### src/rtl/ddf_flux_scheduler.sv
// Round-robin scheduler that buffers tagged tokens per flux and issues them to
// one shared downstream actor port in bounded bursts under backpressure.
module ddf_flux_scheduler #(
  parameter int FLUX       = 2,
  parameter int DATA_WIDTH = 8,
  parameter int TAG_WIDTH  = (FLUX > 1) ? $clog2(FLUX) : 1,
  parameter int WIDTH      = DATA_WIDTH + TAG_WIDTH,
  parameter int DEPTH      = 4,
  parameter int BURST      = 2
) (
  input  logic                 clk,
  input  logic                 rst,
  input  logic                 in_port_write,
  input  logic [WIDTH-1:0]     in_port_datain,
  output logic [FLUX-1:0]      in_port_full,
  output logic                 out_port_write,
  output logic [WIDTH-1:0]     out_port_dataout,
  input  logic                 out_port_full,
  output logic [TAG_WIDTH-1:0] grant,
  output logic                 busy,
  output logic                 drop_err
);

  localparam int PW = $clog2(DEPTH);
  localparam int CW = PW + 1;
  localparam int BW = $clog2(BURST + 1);

  typedef enum logic [1:0] {IDLE, SERVE, HOLD} state_t;

  state_t                state, state_nxt;
  logic [DATA_WIDTH-1:0] mem [FLUX][DEPTH];
  logic [PW-1:0]         rd_ptr [FLUX];
  logic [PW-1:0]         wr_ptr [FLUX];
  logic [CW-1:0]         count [FLUX];
  logic [CW-1:0]         count_nxt [FLUX];
  logic [TAG_WIDTH-1:0]  rr_ptr;
  logic [BW-1:0]         bcnt;

  logic [TAG_WIDTH-1:0]  in_tag;
  logic [DATA_WIDTH-1:0] in_data;
  logic                  push_ok, serve_pop, do_arb, arb_found;
  logic [FLUX-1:0]       push, pop, nonempty, nonempty_nxt;
  logic [TAG_WIDTH-1:0]  idle_grant, arb_grant;

  function automatic logic [TAG_WIDTH-1:0] wrap(input int v);
    return TAG_WIDTH'(v % FLUX);
  endfunction

  assign in_tag    = in_port_datain[WIDTH-1 -: TAG_WIDTH];
  assign in_data   = in_port_datain[DATA_WIDTH-1:0];
  assign push_ok   = in_port_write && (int'(in_tag) < FLUX) && !in_port_full[in_tag];
  assign serve_pop = (state == SERVE) && !out_port_full && nonempty[grant];
  assign busy      = (state != IDLE);

  // NOTE: every always_comb output gets a default before any branch; a path
  // that leaves one unassigned would infer a latch.
  always_comb begin
    push = '0;
    pop  = '0;
    if (push_ok)   push[in_tag] = 1'b1;
    if (serve_pop) pop[grant]   = 1'b1;
    for (int f = 0; f < FLUX; f++) begin
      count_nxt[f] = count[f];
      if (push[f] && !pop[f])      count_nxt[f] = count[f] + 1'b1;
      else if (pop[f] && !push[f]) count_nxt[f] = count[f] - 1'b1;
      nonempty[f]     = (count[f] != '0);
      nonempty_nxt[f] = (count_nxt[f] != '0);
      in_port_full[f] = (count[f] == CW'(DEPTH));
    end
  end

  // Descending scan so the lowest offset from the start point is assigned last and wins.
  always_comb begin
    idle_grant = grant;
    arb_grant  = grant;
    arb_found  = 1'b0;
    for (int i = FLUX - 1; i >= 0; i--) begin
      if (nonempty[wrap(int'(rr_ptr) + 1 + i)])
        idle_grant = wrap(int'(rr_ptr) + 1 + i);
      if (nonempty_nxt[wrap(int'(grant) + 1 + i)]) begin
        arb_found = 1'b1;
        arb_grant = wrap(int'(grant) + 1 + i);
      end
    end
  end

  always_comb begin
    state_nxt = state;
    do_arb    = 1'b0;
    unique case (state)
      IDLE:  if (|nonempty) state_nxt = SERVE;
      SERVE: begin
        if (out_port_full) state_nxt = HOLD;
        else if (!serve_pop || bcnt == BW'(BURST - 1)) do_arb = 1'b1;
        if (do_arb && !arb_found) state_nxt = IDLE;
      end
      HOLD:  if (!out_port_full) state_nxt = SERVE;
      default: state_nxt = IDLE;
    endcase
  end

  // NOTE: sequential state uses non-blocking assignments only, so every
  // register samples the pre-edge values regardless of statement order.
  always_ff @(posedge clk or negedge rst) begin
    if (!rst) begin
      state            <= IDLE;
      rr_ptr           <= TAG_WIDTH'(FLUX - 1);
      grant            <= '0;
      bcnt             <= '0;
      out_port_write   <= 1'b0;
      out_port_dataout <= '0;
      drop_err         <= 1'b0;
      for (int f = 0; f < FLUX; f++) begin
        rd_ptr[f] <= '0;
        wr_ptr[f] <= '0;
        count[f]  <= '0;
      end
    end else begin
      state          <= state_nxt;
      drop_err       <= in_port_write && !push_ok;
      out_port_write <= serve_pop;
      for (int f = 0; f < FLUX; f++) begin
        if (push[f]) wr_ptr[f] <= wr_ptr[f] + 1'b1;
        if (pop[f])  rd_ptr[f] <= rd_ptr[f] + 1'b1;
        count[f] <= count_nxt[f];
      end
      if (serve_pop) begin
        out_port_dataout <= {grant, mem[grant][rd_ptr[grant]]};
        bcnt             <= bcnt + 1'b1;
      end
      if (state == IDLE && |nonempty) begin
        grant <= idle_grant;
        bcnt  <= '0;
      end
      if (do_arb) begin
        rr_ptr <= grant;
        if (arb_found) begin
          grant <= arb_grant;
          bcnt  <= '0;
        end
      end
    end
  end

  // NOTE: buffer storage is not reset; the pointers and counts alone define
  // validity, so stale payloads are unreachable after reset.
  always_ff @(posedge clk) begin
    if (push_ok) mem[in_tag][wr_ptr[in_tag]] <= in_data;
  end

endmodule

### config.mk
export PLATFORM = sky130hd
export DESIGN_NAME = ddf_flux_scheduler
export DESIGN_NICKNAME = d
export VERILOG_FILES = /design/src/rtl/ddf_flux_scheduler.sv
export SDC_FILE = /design/constraint.sdc
export NUM_CORES = 1
export LEC_CHECK = 0
export ABC_AREA = 1
export CAP_MARGIN = 25
export CORE_MARGIN = 5
export CORE_UTILIZATION = 50
export CTS_CLUSTER_DIAMETER = 100
export DETAILED_ROUTE_END_ITERATION = 8
export PLACE_DENSITY = 0.69
export SYNTH_ARGS = -nofsm -noshare
export SYNTH_HDL_FRONTEND = slang
export SYNTH_SLANG_ARGS = --single-unit
export TNS_END_PERCENT = 1
### constraint.sdc
create_clock -name clk -period 3.67 [get_ports clk]
set_input_delay 0.5505 -clock clk [delete_from_list [all_inputs] [get_ports clk]]
set_output_delay 0.5505 -clock clk [all_outputs]
set_load 0.02 [all_outputs]
==> impl_summary.txt <==
----------------------------------------------------
[Layout]
  Diode insertion count for antenna repair ... 0
  Net total in the final layout ... between 400 and 500
  Fraction of final layout cells sized beyond drive strength 1 ... between 10% and 20%
  Most common cell after layout, fill and taps aside ... sky130_fd_sc_hd__nand2_1
  Highest-count cells in the layout ignoring fill and taps ... sky130_fd_sc_hd__nand2_1, sky130_fd_sc_hd__edfxtp_1, sky130_fd_sc_hd__a21oi_1
  Core utilization of the finished layout ... between 50% and 60%
  Synth-to-Final Area Change ... 14.4%

[Power]
  Leakage power of the design ... just under 2 nW
  VDD IR max ... roughly 400 uV
  Power density over the cells ... between 800 and 900 nW/um2

[Setup path]
  Critical Path Fanout Max ... 4
  Worst Setup End Kind ... output port
  Critical path, cell by cell ... inv_1 -> ha_1 -> nand2_1 -> inv_1 -> clkdlybuf4s50_1
  Worst EP required ... about 3.1 ns
  Most used cell along the critical path ... sky130_fd_sc_hd__inv_1
  Highest cell delay on the worst timing path ... ~0.60 ns
  Critical path class ... reg2out
  Data arrival at the endpoint of the critical path ... roughly 2.0 ns
  Register-to-register path setup slack ... 1.17 ns
  Kind of launch point of the worst setup path ... flip-flop
  CP max-delay cell ... sky130_fd_sc_hd__clkdlybuf4s50_1

[GRT]
  Pin count of the biggest net entering global routing ... 33
  Initial antenna violation count ... 0
  Vias in the first global route ... 2895
  Residual overflow from global routing ... 0
  GRT Overall Usage ... between 10% and 20%
  First-pass GRT wire length ... 14.5 mm

[Clock tree]
  # clock sinks ... 95
  Maximum clock path buffer count ... 2
  TritonCTS Buffers ... 9
  Clock slew at reported path FFs ... 0.10 ns
  Clock network latency to the later pin of the worst-skew pair ... approximately 0.37 ns
  Number of post-CTS setup repair buffers ... 0
  CTS root buf ... sky130_fd_sc_hd__clkbuf_8
  Post-cts repair resize count ... 0
  Number of levels in the clock H-tree ... 3
  CTS tree ... built
  # hold bufs at CTS ... 0

[Timing]
  Final Max Tran Viols ... 0
  Fmax ... between 300 and 400 MHz
  Hold violation total from the final report ... 0
  Share of the clock period used by the worst path ... between 60 and 70%
  Endpoints failing setup ... 0
  Summed negative setup slack over all endpoints ... 0 ns
  RSZ-0062 raised after global routing ... false
  Worst clock skew ... between 0.01 and 0.015 ns
  Max transition margin ... 50.7%
  Tightest Pin Transition ... 0.736 ns
  Final critical-path required period ... 2.54 ns

[Status]
  Run status ... finished clean

[Die]
  Number of ports placed on the die boundary ... 28
  Die area ... roughly 10000 um2
  Y dimension of the die ... about 100 um
  Die X-Extent ... between 100 and 150 um
  CORE AREA ... 8260 um2
  Initial standard-cell utilization of the core ... 51.4%
  FP Rows ... 33

[Placement]
  HPWL after detailed placement ... just under 6 mm
  Count of input and output buffers ... 27
  Placer congestion estimate ... ~0.88

[Logic synthesis]
  Syn Area/Cell ... between 10 and 15 um2
  Mapped cell area ... 4250 um2
  Gate count after technology mapping ... 371
  Register bit total from synthesis ... 95
  Syn nets ... around 400
  Portion of the post-synthesis area used by sequential elements ... between 60 and 70%
  Synthesis Warnings ... 0
  Count of different cell masters after synthesis ... 34

[Drt]
  Iteration-0 DRC count of the detailed router ... 148
  Antenna-violating nets left ... 0
  Detailed-router iteration count before antenna repair ... 4
  Vias ... 2820
  Count of unresolved DRC violations after routing ... 0
  Post-Route WL ... 8.60 mm
  Ratio of routed vias to standard cells ... 5.45
  WL per Instance ... between 15 and 20 um

[Run]
  Total of max-cap violations ... 0

[Worst hold path]
  Worst min-delay path class ... reg2reg

----------------------------------------------------
## registers in the layout, indices dropped and copies added, names as in the netlist
| signal | count |
|---|---|
| bcnt | 2 |
| grant | 1 |
| out_port_write | 1 |
| rr_ptr | 1 |
| count | 6 |
| state | 2 |
| rd_ptr | 4 |
| drop_err | 1 |
| mem | 64 |
| out_port_dataout | 9 |
| wr_ptr | 4 |
## power by group
group | switching (W) | leakage (nW) | internal (W)
clock network | 0.000408 | 0.0964 | 0.000266
registers | 0.000155 | 0.944 | 0.00138
logic | 0.00111 | 0.896 | 0.000652
## Yosys cell counts
cell | number | area [um2]
sky130_fd_sc_hd__nand2_1 | 71 | 267
sky130_fd_sc_hd__a221o_1 | 16 | 160
sky130_fd_sc_hd__buf_2 | 10 | 50.1
sky130_fd_sc_hd__dfrtp_1 | 30 | 751
sky130_fd_sc_hd__nand3_2 | 6 | 60.1
sky130_fd_sc_hd__a21oi_2 | 1 | 8.76
sky130_fd_sc_hd__inv_1 | 31 | 116
sky130_fd_sc_hd__nor2_2 | 1 | 6.26
sky130_fd_sc_hd__or2_2 | 1 | 6.26
sky130_fd_sc_hd__o21ai_1 | 1 | 5.00
sky130_fd_sc_hd__o21ai_0 | 4 | 20.0
sky130_fd_sc_hd__nand3_4 | 2 | 35.0
sky130_fd_sc_hd__nor2_4 | 4 | 45.0
sky130_fd_sc_hd__xor2_1 | 6 | 52.6
sky130_fd_sc_hd__a31oi_1 | 8 | 50.1
sky130_fd_sc_hd__nor2_1 | 27 | 101
sky130_fd_sc_hd__o21ai_2 | 2 | 17.5
sky130_fd_sc_hd__a21oi_1 | 35 | 175
sky130_fd_sc_hd__inv_2 | 5 | 18.8
sky130_fd_sc_hd__a211o_1 | 1 | 8.76
sky130_fd_sc_hd__nand4_1 | 6 | 37.5
sky130_fd_sc_hd__xnor2_1 | 3 | 26.3
sky130_fd_sc_hd__nand2_2 | 8 | 50.1
sky130_fd_sc_hd__ha_1 | 7 | 87.6
sky130_fd_sc_hd__nor2_8 | 1 | 20.0
sky130_fd_sc_hd__dfstp_2 | 1 | 26.3
sky130_fd_sc_hd__buf_1 | 1 | 3.75
sky130_fd_sc_hd__buf_4 | 2 | 15.0
sky130_fd_sc_hd__buf_6 | 1 | 11.3
sky130_fd_sc_hd__nand4_4 | 1 | 21.3
sky130_fd_sc_hd__nand3_1 | 11 | 55.1
sky130_fd_sc_hd__o211ai_1 | 1 | 7.51
sky130_fd_sc_hd__edfxtp_1 | 64 | 1920
sky130_fd_sc_hd__nor3_1 | 2 | 10.0
## worst paths after layout
check,cells past startpoint,end,startpoint
worst max-delay path,5,in_port_full[0],count[3]$_DFF_PN0_
worst min-delay path,1,rd_ptr[3]$_DFFE_PN0P_,rd_ptr[3]$_DFFE_PN0P_
worst max register to register,10,mem[1][29]$_DFFE_PP_,count[0]$_DFF_PN0_
worst min register to register,1,rd_ptr[3]$_DFFE_PN0P_,rd_ptr[3]$_DFFE_PN0P_
max in group asynchronous,2,rr_ptr$_DFFE_PN1P_,rst
min in group asynchronous,2,count[0]$_DFF_PN0_,rst
## cell families after synthesis
kind of cell,Yosys count,share of synthesized area (%)
and+or+nand+nor,141,16.8
DFF,95,63.5
AOI/OAI and AO/OA,69,10.7
buffers and inverters,50,5.07
xor gates and xnor gates,9,1.86
adders and majority gates,7,2.06
## worst max-delay path, delay by kind of cell, from the launching register on
family / cells / cell delay, ns
adders and majority gates: 1 / 0.25
and+or+nand+nor: 1 / 0.17
buffers and inverters: 3 / 0.80
DFF: 1 / 0.41
## area by class of cell
| type | count | area (um2) |
|---|---|---|
| Timing Repair Buffer | 39 | 360 |
| Inverter | 36 | 135 |
| Sequential cell | 95 | 2700 |
| Clock inverter | 7 | 75.1 |
| Fill cell | 694 | 3400 |
| Tap cell | 105 | 131 |
| Multi-Input combinational cell | 226 | 1330 |
| Clock buffer | 9 | 124 |
## metrics by stage
stage | hold slack (ns) | instance area [um2] | power (W) | setup slack, ns | std cells
after floorplan | 0.255 | 4250 | 0.00280 | 1.57 | 371
after global routing | 0.505 | 4860 | 0.00426 | 0.967 | 517
after global placement | 0.459 | 4660 | 0.00328 | 0.883 | 501
after CTS | 0.484 | 4860 | 0.00399 | 1.11 | 517
after detailed placement | 0.464 | 4660 | 0.00332 | 0.804 | 501
final | 0.480 | 4860 | 0.00397 | 1.13 | 517
## metal layers
layer / vias to the layer above / track usage [%] / share of wire (%)
li1: 1373 / - / -
met1: 1361 / 24.2 / 44
met2: 74 / 30.8 / 49
met3: 12 / 2.73 / 5.5
met4: 0 / 6.46 / 1.7
met5: - / 0 / 0
Note: power is estimated with default switching activity, not from simulation.
